### src/rtl/ic_test_sequencer.sv
// Vector-driven functional test sequencer for 74xx logic ICs selected by keyboard part number.
// Optional build macro STOP_ON_FAIL_EN: end the test at the first mismatching vector.
//
// state    | meaning
// ---------+-----------------------------------------------------------
// IDLE     | no test, pins released, waiting for an ic_read rising edge
// DECODE   | map ic_code to a ROM bank or flag it unsupported
// FETCH    | vec_addr presents {bank, idx} to the vector ROM
// WAIT_ROM | ROM data valid, captured into the vector registers
// APPLY    | captured drive/enable values moved onto the pins
// SETTLE   | down-count settle timer until terminal count
// SAMPLE   | compare pin_in to expected levels under the mask
// DONE     | result held, pins released, waiting for a new start
module ic_test_sequencer #(
  parameter int NUM_PINS      = 14,
  parameter int VEC_AW        = 4,
  parameter int SETTLE_CYCLES = 50
) (
  input  logic                  iCLK,
  input  logic                  iRST,
  input  logic                  ic_read,
  input  logic [15:0]           ic_code,
  input  logic                  abort,
  output logic [VEC_AW+2:0]     vec_addr,
  input  logic [NUM_PINS-1:0]   vec_drive,
  input  logic [NUM_PINS-1:0]   vec_oe,
  input  logic [NUM_PINS-1:0]   vec_expect,
  input  logic [NUM_PINS-1:0]   vec_mask,
  input  logic                  vec_last,
  output logic [NUM_PINS-1:0]   pin_out,
  output logic [NUM_PINS-1:0]   pin_oe,
  input  logic [NUM_PINS-1:0]   pin_in,
  output logic                  busy,
  output logic                  done,
  output logic                  pass,
  output logic                  unsupported,
  output logic [VEC_AW-1:0]     fail_index
);

  localparam int CNT_W = $clog2(SETTLE_CYCLES + 1);

  typedef enum logic [2:0] {
    IDLE, DECODE, FETCH, WAIT_ROM, APPLY, SETTLE, SAMPLE, DONE
  } state_t;

  state_t                state, state_n;
  logic                  ic_read_q;
  logic [2:0]            bank, bank_n;
  logic [VEC_AW-1:0]     idx, idx_n, idx_inc;
  logic                  fail_flag, fail_flag_n;
  logic [CNT_W-1:0]      cnt, cnt_n;
  logic [NUM_PINS-1:0]   cap_drive, cap_drive_n, cap_oe, cap_oe_n;
  logic [NUM_PINS-1:0]   cap_expect, cap_expect_n, cap_mask, cap_mask_n;
  logic                  cap_last, cap_last_n;
  logic [VEC_AW+2:0]     vec_addr_n;
  logic [NUM_PINS-1:0]   pin_out_n, pin_oe_n;
  logic                  busy_n, done_n, pass_n, unsupported_n;
  logic [VEC_AW-1:0]     fail_index_n;
  logic                  start, code_ok, mismatch, finish;
  logic [2:0]            code_bank;

  assign start    = ic_read & ~ic_read_q;
  assign idx_inc  = idx + VEC_AW'(1);
  assign mismatch = |((pin_in ^ cap_expect) & cap_mask);

  always_comb begin
    code_ok   = 1'b1;
    code_bank = 3'd0;
    case (ic_code)
      16'h7400: code_bank = 3'd0;
      16'h7402: code_bank = 3'd1;
      16'h7404: code_bank = 3'd2;
      16'h7408: code_bank = 3'd3;
      16'h7432: code_bank = 3'd4;
      16'h7486: code_bank = 3'd5;
      default:  code_ok   = 1'b0;
    endcase
  end

  always_comb begin
    state_n       = state;
    bank_n        = bank;
    idx_n         = idx;
    fail_flag_n   = fail_flag;
    cnt_n         = cnt;
    cap_drive_n   = cap_drive;
    cap_oe_n      = cap_oe;
    cap_expect_n  = cap_expect;
    cap_mask_n    = cap_mask;
    cap_last_n    = cap_last;
    vec_addr_n    = vec_addr;
    pin_out_n     = pin_out;
    pin_oe_n      = pin_oe;
    busy_n        = busy;
    done_n        = done;
    pass_n        = pass;
    unsupported_n = unsupported;
    fail_index_n  = fail_index;
    finish        = cap_last | (&idx);
`ifdef STOP_ON_FAIL_EN
    finish        = finish | mismatch;
`endif

    case (state)
      IDLE, DONE: begin
        if (start) begin
          state_n       = DECODE;
          busy_n        = 1'b1;
          done_n        = 1'b0;
          pass_n        = 1'b0;
          unsupported_n = 1'b0;
          fail_index_n  = '0;
        end
      end
      DECODE: begin
        if (!code_ok) begin
          state_n       = DONE;
          busy_n        = 1'b0;
          done_n        = 1'b1;
          unsupported_n = 1'b1;
          pass_n        = 1'b0;
          pin_oe_n      = '0;
        end else begin
          state_n     = FETCH;
          bank_n      = code_bank;
          idx_n       = '0;
          fail_flag_n = 1'b0;
          vec_addr_n  = {code_bank, {VEC_AW{1'b0}}};
        end
      end
      FETCH: state_n = WAIT_ROM;
      WAIT_ROM: begin
        cap_drive_n  = vec_drive;
        cap_oe_n     = vec_oe;
        cap_expect_n = vec_expect;
        cap_mask_n   = vec_mask;
        cap_last_n   = vec_last;
        state_n      = APPLY;
      end
      APPLY: begin
        pin_out_n = cap_drive;
        pin_oe_n  = cap_oe;
        cnt_n     = CNT_W'(SETTLE_CYCLES - 1);
        state_n   = SETTLE;
      end
      SETTLE: begin
        if (cnt == '0) state_n = SAMPLE;
        else           cnt_n   = cnt - CNT_W'(1);
      end
      SAMPLE: begin
        if (mismatch && !fail_flag) begin
          fail_index_n = idx;
          fail_flag_n  = 1'b1;
        end
        if (finish) begin
          state_n  = DONE;
          busy_n   = 1'b0;
          done_n   = 1'b1;
          pass_n   = ~(fail_flag | mismatch);
          pin_oe_n = '0;
        end else begin
          state_n    = FETCH;
          idx_n      = idx_inc;
          vec_addr_n = {bank, idx_inc};
        end
      end
      default: state_n = IDLE;
    endcase

    // abort outranks any start or progress decided above
    if (abort) begin
      state_n       = IDLE;
      pin_oe_n      = '0;
      busy_n        = 1'b0;
      done_n        = 1'b0;
      pass_n        = 1'b0;
      unsupported_n = 1'b0;
    end
  end

  always_ff @(posedge iCLK) begin
    if (iRST) begin
      state       <= IDLE;
      ic_read_q   <= 1'b0;
      bank        <= '0;
      idx         <= '0;
      fail_flag   <= 1'b0;
      cnt         <= '0;
      cap_drive   <= '0;
      cap_oe      <= '0;
      cap_expect  <= '0;
      cap_mask    <= '0;
      cap_last    <= 1'b0;
      vec_addr    <= '0;
      pin_out     <= '0;
      pin_oe      <= '0;
      busy        <= 1'b0;
      done        <= 1'b0;
      pass        <= 1'b0;
      unsupported <= 1'b0;
      fail_index  <= '0;
    end else begin
      state       <= state_n;
      ic_read_q   <= ic_read;
      bank        <= bank_n;
      idx         <= idx_n;
      fail_flag   <= fail_flag_n;
      cnt         <= cnt_n;
      cap_drive   <= cap_drive_n;
      cap_oe      <= cap_oe_n;
      cap_expect  <= cap_expect_n;
      cap_mask    <= cap_mask_n;
      cap_last    <= cap_last_n;
      vec_addr    <= vec_addr_n;
      pin_out     <= pin_out_n;
      pin_oe      <= pin_oe_n;
      busy        <= busy_n;
      done        <= done_n;
      pass        <= pass_n;
      unsupported <= unsupported_n;
      fail_index  <= fail_index_n;
    end
  end

endmodule

### config.mk
export PLATFORM = sky130hd
export DESIGN_NAME = ic_test_sequencer
export DESIGN_NICKNAME = d
export VERILOG_FILES = /design/src/rtl/ic_test_sequencer.sv
export SDC_FILE = /design/constraint.sdc
export NUM_CORES = 1
export LEC_CHECK = 0
export BUFFER_PORTS_ARGS = -buffer_cell sky130_fd_sc_hd__buf_2
export CAP_MARGIN = 15
export CELL_PAD_IN_SITES_DETAIL_PLACEMENT = 1
export CELL_PAD_IN_SITES_GLOBAL_PLACEMENT = 1
export CORE_ASPECT_RATIO = 0.75
export CORE_MARGIN = 4
export CORE_UTILIZATION = 30
export DETAILED_ROUTE_END_ITERATION = 8
export PLACE_DENSITY = 0.63
export RECOVER_POWER = 25
export SYNTH_ARGS = -nofsm -noshare
export SYNTH_HDL_FRONTEND = slang
export SYNTH_SLANG_ARGS = --single-unit
### constraint.sdc
create_clock -name iCLK -period 3.35 [get_ports iCLK]
set_clock_uncertainty 0.2 [all_clocks]
set_input_delay 0.335 -clock iCLK [delete_from_list [all_inputs] [get_ports iCLK]]
set_output_delay 0.335 -clock iCLK [all_outputs]
set_load 0.1 [all_outputs]
* After elaboration in Yosys (flattened, before gate mapping)
Cells that the tools add are included.
** Cells by class
- Add/sub/neg operators :: 2
- Multiply operators :: 0
- Div/mod/pow operators :: 0
- Order comparisons :: 0
- Eq/ne operators :: 21
- Shift-type cells :: 0
- Multiplexer cells :: 35
- Bitwise logic cells :: 7
- Reductions and logical operators :: 24
** Operator list (number)
- $eq A16 B15 Y1 const B :: 6
- $pmux W14 S3 :: 1
- $mux W14 :: 2
- $pmux W3 S7 :: 1
- $mux W4 :: 4
- $ne A2 B2 Y1 const B :: 8
- $pmux W4 S2 :: 2
- $pmux W3 S5 :: 1
- $reduce_and A3 Y1 :: 5
- $and A14 B14 Y14 :: 1
- $mux W7 :: 2
- $pmux W7 S2 :: 1
- $reduce_or A14 Y1 :: 1
- $xor A14 B14 Y14 :: 1
- $eq A3 B3 Y1 const B :: 4
- $mux W3 :: 4
- $pmux W6 S2 :: 1
- $mux W1 :: 10
- $pmux W1 S3 :: 3
- $reduce_and A4 Y1 :: 2
- $reduce_bool A2 Y1 :: 4
- $eq A3 B2 Y1 const B :: 2
- $logic_not A6 Y1 :: 1
- $mux W6 :: 1
- 14 further kinds :: 21
** Word-level totals
- Flip-flop bits (word level) :: 118
- Latch bits :: 0
- RAM bits :: 0
- Memory bits (read-only) :: 0
- Output and inout bits :: 43
- Logic and storage cells :: 108
- Memories :: 0

* Logic depth before layout (Yosys ltp)
Gate-level depths: netlist (run 1).
- Depth after elaboration :: 7
- Gate-level depth with buffers :: 7

* Worst setup path before layout (run 1)
Ideal clock, no wire load.
- Kind :: reg-to-reg
- Start :: reg vec_addr[0] (netlist name)
- End :: reg pin_oe[1]
- Setup time :: 132 ps
- Data arrival time :: 2205 ps
- Data required time :: 3018 ps
- Path slack :: 813 ps
- Cell stages (with the launch flop) :: 8
- Path buffers :: 1
- Period minus slack after synthesis :: 2537 ps
- Cells stage by stage :: dfxtp_1 -> ha_1 -> a31oi_1 -> nand2_1 -> o21ai_0 -> clkbuf_1 -> o21ai_0 -> a21oi_1
** RTL lines
- end signal, assigned :: line 216 : pin_oe <= pin_oe_n;
- end, declared :: line 31 : output logic [NUM_PINS-1:0] pin_oe,

* Worst setup path in the final report (run 1)
- Start :: reg state[0]
- End :: reg done
** On the way
- Longest elaborated chain between the ends :: 4
- Elaborated cells between the ends (all ways) :: 11
- Those cells by class :: 6 x eq/ne; 1 x mux; 4 x reduce/logical
** Ends and longest elaborated chain
- start, declared :: line 46 : state_t state, state_n;
- start signal, assigned :: line 203 : state <= state_n;
- $eq A3 B3 Y1 or $logic_not A3 Y1 (tied branches) :: line 104 : case (state)
- $reduce_or A2 Y1 :: line 104
- $ne A2 B2 Y1 (no source line) or $reduce_bool A3 Y1 (tied branches)
- $reduce_and A4 Y1 (no source line)
- end signal, assigned :: line 218 : done <= done_n;
- end, declared :: line 34 : output logic done,
Several ways; a longest one is shown, not always the timed one.
A chain may end at the register's enable or synchronous reset.

==> results of run 1 <==
-- per-layer routing --
layer	GRT usage, %	vias to the layer above
met4	5.509	0
met1	21.35	2225
met2	29.44	96
li1	-	2332
met5	0	-
met3	4.889	15
-- timing repair --
action | in CTS | in global routing
hold buffers | 58 | 0
endpoints found under the setup margin | 0 | 0
hold endpoints to repair | 58 | 0
-- where the power goes --
| group | leakage, uW | switching [uW] | internal [uW] |
|---|---|---|---|
| clock network | 0.000330 | 615 | 1450 |
| logic | 0.00127 | 114 | 114 |
| registers | 0.000919 | 10.1 | 1370 |
-- layout make-up --
| type | instances | area, um^2 |
|---|---|---|
| clock inverters | 10 | 202.7 |
| multi-input cells | 421 | 2222 |
| clock buffers | 22 | 474.2 |
| flip-flops and latches | 114 | 2282 |
| well taps | 205 | 256.5 |
| repair buffers | 199 | 1257 |
| fillers | 1863 | 8541 |
| inverters | 10 | 37.54 |
-- worst min-delay path by stage --
stage	from	endpoint	slack, ns	cells past startpoint
floorplan	bank[2]	bank[2]	0.23	2
global placement	done	done	0.23	2
detailed placement	done	done	0.24	2
CTS	abort	done	0.008	4
global route	abort	state[0]	0.06	4
finish	abort	done	0.04	4
-- logic make-up (layout without fill, tap and decap cells) --
logic type,Yosys count,after routing,synth area share (%)
XOR/XNOR,23,23,4.305
buffers and inverters,46,241,3.931
multiplexers,8,8,1.711
adder cells (fa/ha/maj),4,4,1.016
AND/OR/NAND/NOR,236,236,22.03
flip-flops,114,114,48.77
AO/OA/AOI/OAI,150,150,18.24
-- layout by cell type (no fill, tap or decap), drive strengths merged, types with 4 or more instances in the layout --
cell and instances:
a21oi 98, a221oi 4, a22oi 8, buf 103, bufinv 6, clkbuf 60, dfxtp 114, dlygate4sd3 58
inv 10, mux2i 8, nand2 172, nand2b 7, nand3 5, nand3b 4, nor2 16, nor3 7
o21ai 21, xnor2 5, xor2 18
-- per-stage QoR --
| stage | total power, uW | instance area (um^2) | instances | utilization, % |
|---|---|---|---|---|
| after floorplan | 1492 | 4679 | 581 | - |
| after global placement | 1576 | 5524 | 891 | 36.17 |
| after detailed placement | 1580 | 5524 | 891 | 36.17 |
| after CTS | 3713 | 6782 | 981 | 44.40 |
| after global routing | 3810 | 6733 | 981 | 44.08 |
| final | 3670 | 6733 | 981 | 44.08 |
-- flip-flops by register name, indices dropped and copies added (netlist names), 6 cells and up --
| signal | flops |
|---|---|
| pin_oe | 14 |
| pin_out | 14 |
| cap_mask | 14 |
| cap_expect | 14 |
| cap_drive | 14 |
| vec_addr | 7 |
| cnt | 6 |
| cap_oe | 14 |
-- worst max-delay path: stages (launching register included) --
cell and delay [ns]:
dfxtp_1 0.68, nor3_1 0.14, o21ai_0 0.47, a21boi_0 0.38
a21boi_0 0.32, a21oi_1 0.11
==> impl_summary.log, run 1 <==
INFO  metric drtIter0Drc = 156
INFO  metric max_cap_violations = 0
INFO  metric power.density_cell_area = 545.0 nW/um^2
INFO  metric floorplan.io_pins = 134
INFO  metric detail_route.wl_per_cell = 15.34 um
INFO  metric setup_ws_pre_cts = 0.7586 ns
INFO  metric max-clock-path-buffers = 2
INFO  metric number_of_antenna_violations_at_the_first_check_in_global_routing = 0
INFO  metric postSynthCellCount = 581
INFO  metric finalHoldWorstSlack = 0.04389 ns
INFO  metric class_of_the_tightest_hold_or_removal_check = in2reg
INFO  metric synth-seq-area-share = 48.77%
INFO  metric worst_slack = 0.9253 ns
INFO  metric synth.most_common_cell = nand2_1
INFO  metric design.die.area = 17680 um^2
INFO  metric synth_top_cells_by_area = dfxtp_1, nand2_1, a21oi_1
INFO  metric dieHeight = 116.2 um
INFO  metric clock_latency_reported_for_the_late_side_of_the_worst_skew_pair = 0.41 ns
INFO  metric fin_tns_setup = 0 ns
INFO  metric cts_resized = 0
INFO  metric synth.ff_latch_count = 114
INFO  metric timing.reg2reg.worst_path_depth = 5
INFO  metric port_buffers = 133
INFO  metric timing.reg2reg.setup_slack = 0.93 ns
INFO  metric finalHoldViolations = 0
INFO  metric detailroute.wirelength.met3 = 654 um
INFO  metric nets = 857
INFO  metric antenna_cells_inserted = 0
INFO  metric wl_met1 = 6.932 mm
INFO  metric drcViolationCount = 0
INFO  metric status = finished clean
INFO  metric fp-row-count = 39
INFO  metric postSynth.asyncResetShare = 0%
INFO  metric mappedNetlistNets = 675
INFO  metric post_route_cells_drive_above_1_share = 18.56%
INFO  metric worst_ep_arrival_time = 2.51 ns
INFO  metric grt_pass1_wl = 24.25 mm
INFO  metric ant_nets = 0
INFO  metric cp-startpoint = state[0]
INFO  metric power.static_leakage = 0.002518 uW
INFO  metric peakVddDrop = 0.0003169 V
INFO  metric final-setup-viol-count = 0
INFO  metric worst_slew_pin_slew = 1.231 ns
INFO  metric synth_cell_type_count = 52
INFO  metric fmax_achieved = 0.4124 GHz
INFO  metric worstSetupEndpointType = flip-flop
INFO  metric synthDominantCellAreaShare = 48.77%
INFO  metric place.gp.congestion = 0.7639
INFO  metric route.met2.wl = 7.288 mm
INFO  metric post-route-min-period = 2.425 ns
INFO  metric final_hpwl_dp = 10.09 mm
INFO  metric yosys-top-cells-count = nand2_1, dfxtp_1, a21oi_1, clkbuf_1, o21ai_0
INFO  metric cp_max_fo = 18
INFO  metric flow.area_growth_from_synthesis = 43.88%
INFO  metric initial_standard_cell_utilization_of_the_core = 30.64%
INFO  metric cts_tree = done
INFO  metric remaining_overflow_grt = 0
INFO  metric vias = 4668
INFO  metric clkTransAtPathRegs = 0.05 ns
INFO  metric grt_setup_unrepaired = no
INFO  metric routed_wirelength = 15.05 mm
INFO  metric grt_max_degree = 55
INFO  metric tritoncts.num_buffers = 17
INFO  metric critical_path_required = 3.43 ns
INFO  metric post_cts.repair.setup_buffers = 0
INFO  metric maxUsedRoutingLayer = met4
INFO  metric cts_root_buffer = clkbuf_16
INFO  metric chipWidth = 152.2 um
INFO  metric max_slew_violation_count = 0
INFO  metric grt_pass1_vias = 4870
INFO  metric timing.slew.headroom = 18.31%
INFO  metric kind_of_launch_point_of_the_worst_setup_path = flip-flop
INFO  metric finalCritPeriodShare = 72.38%
INFO  metric cts_num_sinks = 114
INFO  metric most_used_flip_flop_cell_after_synthesis = dfxtp_1
INFO  metric synth-edff-count = 0
INFO  metric coreArea = 15270 um^2
INFO  metric path_class = reg2reg
INFO  metric regToRegEndpoint = done
INFO  metric netlist_area = 4679 um^2
INFO  metric synth.largest_area_cell = dfxtp_1
INFO  metric groute.usage.overall = 17.22%
INFO  metric synthesis.yosys.warnings = 0
INFO  metric critPathCapture = done
INFO  metric regToRegStartpoint = state[0]
INFO  metric drtPass1Iterations = 4
INFO  metric vias_cell = 4.758
INFO  metric ctsHtreeMaxLevel = 4
INFO  metric synth_area_per_cell = 8.054 um^2
Note: power is estimated with default switching activity, not from simulation.
==> run 2, diff against run 1 <==
--- a/config.mk
+++ b/config.mk
@@ -5,6 +5,7 @@
 export SDC_FILE = /design/constraint.sdc
 export NUM_CORES = 1
 export LEC_CHECK = 0
+export ABC_AREA = 1
 export BUFFER_PORTS_ARGS = -buffer_cell sky130_fd_sc_hd__buf_2
 export CAP_MARGIN = 15
 export CELL_PAD_IN_SITES_DETAIL_PLACEMENT = 1
@@ -13,7 +14,7 @@
 export CORE_MARGIN = 4
 export CORE_UTILIZATION = 30
 export DETAILED_ROUTE_END_ITERATION = 8
-export PLACE_DENSITY = 0.63
+export PLACE_DENSITY = 0.67
 export RECOVER_POWER = 25
 export SYNTH_ARGS = -nofsm -noshare
 export SYNTH_HDL_FRONTEND = slang
==> constraint.sdc (replaced) <==
create_clock -name iCLK -period 2.11 [get_ports iCLK]
set_clock_uncertainty 0.2 [all_clocks]
set_input_delay 0.211 -clock iCLK [delete_from_list [all_inputs] [get_ports iCLK]]
set_output_delay 0.211 -clock iCLK [all_outputs]
set_load 0.1 [all_outputs]
==> impl_summary.log, run 2 <==
INFO  metric crit_path_max_incr_delay = 0.61 ns (-0.07 ns)
INFO  metric cp_top_family = buffers and inverters
INFO  metric final_cell_mix = nor2_1, nand2_1, buf_2
INFO  metric kind_of_launch_point_of_the_worst_setup_path = input port
INFO  metric drtPass1Iterations = 4 (unchanged)
INFO  metric path_class = in2reg
INFO  metric synth_area_per_cell = 7.112 um^2 (-12%)
INFO  metric slowest_stage = buf_4
INFO  metric clock_latency_reported_for_the_late_side_of_the_worst_skew_pair = 0.41 ns (about the same)
INFO  metric power.density_cell_area = 836.0 nW/um^2 (+53%)
INFO  metric class_of_the_tightest_hold_or_removal_check = in2reg
INFO  metric synth-seq-area-share = 46.99% (-1.8 points)
INFO  metric clkTransAtPathRegs = 0.05 ns (about the same)
INFO  metric detail_route.wl_per_cell = 14.86 um (-3.1%)
INFO  metric cp_max_fo = 82 (+64)
INFO  metric netlist_area = 4857 um^2 (+3.8%)
INFO  metric clock_power_share = 49.5% (-6.8 points)
INFO  metric numPlacedInstances = 1007 (+13%)
INFO  metric synthesis.yosys.warnings = 0 (unchanged)
INFO  metric power.static_leakage = 0.003297 uW (+31%)
INFO  metric remaining_overflow_grt = 0 (unchanged)
INFO  metric cts_num_sinks = 114 (unchanged)
INFO  metric mappedNetlistNets = 777 (+15%)
INFO  metric vias = 5123 (+9.7%)
INFO  metric worst_slew_pin_slew = 0.7772 ns (-0.4534 ns)
INFO  metric power.share.combinational = 12.2% (+6.0 points)
INFO  metric postSynth.asyncResetShare = 0% (unchanged)
INFO  metric post_cts.repair.setup_buffers = 0 (unchanged)
INFO  metric drtIter0Drc = 189 (+21%)
INFO  metric power_frac_seq = 38.4% (+0.9 points)
INFO  metric floorplan.io_pins = 134 (unchanged)
INFO  metric critical_path_required = 2.24 ns (-1.19 ns)
INFO  metric status = finished clean
INFO  metric number_of_antenna_violations_at_the_first_check_in_global_routing = 1 (+1)
INFO  metric dieHeight = 118.2 um (+1.8%)
INFO  metric grt_pass1_vias = 5594 (+15%)
INFO  metric coreArea = 15570 um^2 (+1.9%)
INFO  metric post_route_cells_drive_above_1_share = 24.80% (+6.2 points)
INFO  metric seqCellArea = 2287 um^2 (+0.22%)
INFO  metric worst_slack = 0.1113 ns (-0.8140 ns)
INFO  metric synth.most_common_cell = nor2_1
INFO  metric groute.usage.overall = 18.32% (+1.1 points)
INFO  metric grt_pass1_wl = 27.38 mm (+13%)
INFO  metric nets = 976 (+14%)
INFO  metric multi_input_comb_area = 2258 um^2 (+1.6%)
INFO  metric yosys-top-cells-count = nor2_1, dfxtp_1, nand2_1, o21ai_0, inv_1
INFO  metric synth-edff-count = 0 (unchanged)
INFO  metric initial_standard_cell_utilization_of_the_core = 31.20% (+0.57 points)
INFO  metric chain_of_cells_forming_the_critical_path = dlygate4sd3_1 > buf_2 > inv_1 > buf_4 > o21ai_0 > a21oi_1
INFO  metric final_hpwl_dp = 10.90 mm (+8.1%)
INFO  metric synth.ff_latch_count = 114 (unchanged)
INFO  metric port_buffers = 133 (unchanged)
INFO  metric finalHoldWorstSlack = 0.09354 ns (+0.04965 ns)
INFO  metric place.gp.congestion = 0.7695 (+0.73%)
INFO  metric final-setup-viol-count = 0 (unchanged)
INFO  metric cts_tree = done
INFO  metric worstPathBufferInverterCount = 4 (+4)
INFO  metric max_cap_violations = 0 (unchanged)
INFO  metric worstSetupEndpointType = flip-flop
INFO  metric p_switching = 1512 uW (+100%)
INFO  metric fmax_achieved = 0.5003 GHz
INFO  metric fin_tns_setup = 0 ns (unchanged)
INFO  metric timing.slew.headroom = 48.19% (+30 points)
INFO  metric finalHoldViolations = 0 (unchanged)
INFO  metric max-clock-path-buffers = 2 (unchanged)
INFO  metric max_slew_violation_count = 0 (unchanged)
INFO  metric vias_cell = 4.653 (-2.2%)
INFO  metric peakVddDrop = 0.0005313 V (+68%)
INFO  metric routed_wirelength = 16.36 mm (+8.7%)
INFO  metric layout_filler_cell_count = 1929 (+3.5%)
INFO  metric finish.instance_area = 6998 um^2 (+3.9%)
INFO  metric synth.largest_area_cell = dfxtp_1
INFO  metric setup_ws_pre_cts = 0.1843 ns (-0.5743 ns)
INFO  metric worst_ep_arrival_time = 2.13 ns (-0.38 ns)
INFO  metric ctsHtreeMaxLevel = 4 (unchanged)
INFO  metric cell_internal_pwr = 4338 uW (+48%)
INFO  metric synth_cell_type_count = 31 (-40%)
INFO  metric synth_top_cells_by_area = dfxtp_1, nor2_1, nand2_1
INFO  metric ant_nets = 0 (unchanged)
INFO  metric fp-row-count = 39 (unchanged)
INFO  metric layoutNonFillerInstCount = 1101 (+12%)
INFO  metric most_used_flip_flop_cell_after_synthesis = dfxtp_1
INFO  metric chipWidth = 154.9 um (+1.8%)
INFO  metric design.die.area = 18310 um^2 (+3.6%)
INFO  metric synthDominantCellAreaShare = 46.99% (-1.8 points)
INFO  metric power.switching_fraction = 25.85% (+5.7 points)
INFO  metric tritoncts.num_buffers = 17 (unchanged)
INFO  metric flow.area_growth_from_synthesis = 44.08%
INFO  metric layout_commonest_cell = nor2_1
INFO  metric post-route-min-period = 1.999 ns
INFO  metric grt_max_degree = 83 (+51%)
INFO  metric grt_setup_unrepaired = no
INFO  metric finalCritPeriodShare = 94.72%
INFO  metric postSynthCellCount = 683 (+18%)
INFO  metric drcViolationCount = 0 (unchanged)
INFO  metric postPlaceCellArea = 5797 um^2 (+4.9%)
INFO  metric cts_root_buffer = clkbuf_16
==> run 2: what timing repair did <==
action                    CTS  global route
hold endpoints to repair   69             0
resized for setup           0             0
hold buffers               61             0
==> run 2: stage by stage <==
step,total power [uW],utilization [%]
2_1_floorplan,2710,-
3_3_place_gp,2895,37.24
3_5_place_dp,2912,37.24
4_1_cts,5923,45.02
5_1_grt,6103,44.94
6_report,5850,44.96
==> run 2: worst reg2reg max path, cell delays in order (launching register included) <==
cell and delay (ns):
dfxtp_1 0.36, nor2_1 0.14, inv_1 0.08, nor2_2 0.15, buf_4 0.23, a21oi_1 0.10, nor2_1 0.24, nand2_1 0.08
a21oi_1 0.13, a21oi_1 0.07
==> run 2: logic make-up (layout without fill, tap and decap cells) <==
logic type,count (synthesis),count (layout),share of synthesized area (%)
AOI/OAI and AO/OA,136,136,14.99
xor gates and xnor gates,5,5,0.9018
adders and majority gates,3,3,0.7729
buffers and inverters,81,293,6.672
DFF,114,114,46.99
other,0,1,0
and+or+nand+nor,344,344,29.68
==> run 2: worst paths after layout <==
check             slack [ns]  startpoint       endpoint  depth (start not counted)
setup / recovery        0.11        iRST  cap_expect[4]                          6
hold reg to reg         0.26   pin_oe[2]      pin_oe[2]                          2
setup reg to reg        0.21    state[0]         cnt[5]                          9
hold / removal          0.09  ic_code[8]        bank[2]                          6
==> run 2: area by class of cell <==
class | instances | area share [%]
clock inverter | 9 | 1.466
timing repair buffer | 208 | 19.92
antenna | 1 | 0.03576
sequential | 114 | 32.68
tap | 205 | 3.665
clock buffer | 23 | 7.116
multi-input combinational | 488 | 32.27
inverter | 53 | 2.843
==> run 2: power by group through the flow <==
| stage | logic [uW] | registers, uW | clock network (uW) |
|---|---|---|---|
| after floorplan | 236 | 2470 | 0 |
| after global placement | 607 | 2290 | 0 |
| after detailed placement | 622 | 2290 | 0 |
| after CTS | 713 | 2240 | 2960 |
| after global routing | 774 | 2250 | 3080 |
| final | 711 | 2250 | 2890 |
==> run 2: routing by layer <==
layer  wire [um]  GRT usage, %
met1        7667         22.79
met2        7705         30.92
met3         731         4.457
met4         246         6.509
met5           7             0
==> run 3, diff against run 2 <==
--- a/config.mk
+++ b/config.mk
@@ -6,7 +6,7 @@
 export NUM_CORES = 1
 export LEC_CHECK = 0
 export ABC_AREA = 1
-export BUFFER_PORTS_ARGS = -buffer_cell sky130_fd_sc_hd__buf_2
+export BUFFER_PORTS_ARGS = -buffer_cell sky130_fd_sc_hd__buf_4
 export CAP_MARGIN = 15
 export CELL_PAD_IN_SITES_DETAIL_PLACEMENT = 1
 export CELL_PAD_IN_SITES_GLOBAL_PLACEMENT = 1
==> impl_summary.log, run 3 (synthesis results as in run 2) <==
INFO  metric grt_pass1_vias = 5620 (+0.46%)
INFO  metric clkTransAtPathRegs = 0.05 ns (about the same)
INFO  metric vias_cell = 4.676 (+0.49%)
INFO  metric post_route_cells_drive_above_1_share = 24.52% (-0.28 points)
INFO  metric drtPass1Iterations = 4 (unchanged)
INFO  metric flow.area_growth_from_synthesis = 48.15%
INFO  metric port_buffers = 133 (unchanged)
INFO  metric post_cts.repair.setup_buffers = 0 (unchanged)
INFO  metric grt_pass1_wl = 27.69 mm (+1.1%)
INFO  metric worst_slew_pin_slew = 0.5653 ns (-0.2119 ns)
INFO  metric antenna_cells_inserted = 0 (-1)
INFO  metric grt_max_degree = 62 (-25%)
INFO  metric drtIter0Drc = 193 (+2.1%)
INFO  metric ctsHtreeMaxLevel = 4 (unchanged)
INFO  metric detail_route.wl_per_cell = 15.36 um (+3.4%)
INFO  metric tritoncts.num_buffers = 17 (unchanged)
INFO  metric status = finished clean
INFO  metric number_of_antenna_violations_at_the_first_check_in_global_routing = 0 (-1)
INFO  metric timing.slew.headroom = 62.47% (+14 points)
INFO  metric worst_ep_arrival_time = 2.11 ns (-0.02 ns)
INFO  metric max_cap_violations = 0 (unchanged)
INFO  metric finalHoldViolations = 0 (unchanged)
INFO  metric cp_max_fo = 7 (-91%)
INFO  metric max_slew_violation_count = 0 (unchanged)
INFO  metric floorplan.io_pins = 134 (unchanged)
INFO  metric clock_latency_reported_for_the_late_side_of_the_worst_skew_pair = 0.42 ns (about the same)
INFO  metric initial_standard_cell_utilization_of_the_core = 31.20% (unchanged)
INFO  metric seqCellArea = 2287 um^2 (unchanged)
INFO  metric final_cell_mix = nor2_1, nand2_1, dfxtp_1
INFO  metric layout_filler_cell_count = 1928 (-0.052%)
INFO  metric fp-row-count = 39 (unchanged)
INFO  metric power.static_leakage = 0.003339 uW (+1.3%)
INFO  metric layoutNonFillerInstCount = 1098 (-0.27%)
INFO  metric vias = 5134 (+0.21%)
INFO  metric cts_tree = done
INFO  metric routed_wirelength = 16.87 mm (+3.1%)
INFO  metric chipWidth = 154.9 um (unchanged)
INFO  metric remaining_overflow_grt = 0 (unchanged)
INFO  metric kind_of_launch_point_of_the_worst_setup_path = flip-flop
INFO  metric power.density_cell_area = 799.2 nW/um^2 (-4.4%)
INFO  metric layout_commonest_cell = nor2_1
INFO  metric final_hpwl_dp = 11.34 mm (+4.0%)
INFO  metric critical_path_required = 2.24 ns (about the same)
INFO  metric cts_num_sinks = 114 (unchanged)
INFO  metric ant_nets = 0 (unchanged)
INFO  metric final-setup-viol-count = 0 (unchanged)
INFO  metric class_of_the_tightest_hold_or_removal_check = in2reg
INFO  metric multi_input_comb_area = 2263 um^2 (+0.22%)
INFO  metric dieHeight = 118.2 um (unchanged)
INFO  metric peakVddDrop = 0.0005440 V (+2.4%)
INFO  metric finalCritPeriodShare = 93.41% (-1.3 points)
INFO  metric max-clock-path-buffers = 2 (unchanged)
INFO  metric design.die.area = 18310 um^2 (unchanged)
INFO  metric numPlacedInstances = 1006 (-0.099%)
INFO  metric post-route-min-period = 1.971 ns (-0.02776 ns)
INFO  metric final_core_utilization = 46.23% (+1.3 points)
INFO  metric groute.usage.overall = 18.62% (+0.31 points)
INFO  metric coreArea = 15570 um^2 (unchanged)
INFO  metric worstSetupEndpointType = flip-flop
INFO  metric drcViolationCount = 0 (unchanged)
INFO  metric path_class = reg2reg
INFO  metric place.gp.congestion = 0.7538 (-2.0%)
INFO  metric nets = 975 (-0.10%)
INFO  metric fmax_achieved = 0.5074 GHz (+1.4%)
INFO  metric cts_root_buffer = clkbuf_16
-- run 3: changes by cell type in the layout (fill, tap and decap cells not counted), sizes merged --
cell,before,now
buf,125,110
bufinv,2,1
clkbuf,45,63
clkinv,5,3
clkinvlp,3,1
diode,1,0
-- run 3: power by group --
group / total (uW) / internal (uW) / switching [uW]
combinational: 765 / 292 / 473
sequential: 2250 / 2210 / 40.0
clock: 2730 / 1760 / 969
total: 5750 / 4270 / 1480
-- run 3: layer usage --
layer	part of all wire, %	vias to the layer above	wire (um)	global-route usage [%]
li1	-	2576	-	-
met1	47	2427	7971	23.88
met2	47	111	7944	30.65
met3	4.3	20	731	4.786
met4	1.3	0	221	6.122
met5	0	-	0	0
-- run 3: layout make-up --
type	count	share of cell area, %
multi-input combinational	488	31.46
tap	205	3.565
sequential	114	31.79
timing repair buffer	207	22.64
inverter	53	2.765
clock inverter	4	0.6608
clock buffer	27	7.129
-- run 3: final timing paths --
path | endpoint | depth (start not counted) | start | slack (ns)
hold / removal | bank[2] | 6 | ic_code[6] | 0.08
hold reg to reg | done | 2 | done | 0.25
setup reg to reg | fail_index[0] | 10 | state[0] | 0.14
setup / recovery | fail_index[0] | 10 | state[0] | 0.14
-- run 3: critical path, cell delays in order (launching register included) --
cell	delay, ns
dfxtp_1	0.45
nand2_1	0.17
inv_1	0.11
nor2_1	0.08
a21oi_1	0.26
o21ai_1	0.13
o21ai_0	0.12
inv_2	0.10
nand3_1	0.09
nand2_1	0.06
nor2_1	0.12
-- run 3: per-stage QoR --
stage               instance area (um^2)  TNS, ns  hold WS, ns  power (uW)  setup WS, ns
floorplan                           4862        0       0.1459        2710       0.07104
global placement                    6110        0       0.2320        2956        0.3025
detailed placement                  6110        0       0.2398        2978        0.1821
CTS                                 7281        0      0.06698        5815        0.1703
global route                        7196  -0.1004       0.1144        5973      -0.03231
finish                              7196        0      0.07691        5751        0.1391
-- run 3: repair_timing --
action | in CTS | in global routing
hold buffers | 61 | 0
hold endpoints to repair | 71 | 0
gates resized for setup | 0 | 2
endpoints found under the setup margin | 0 | 2
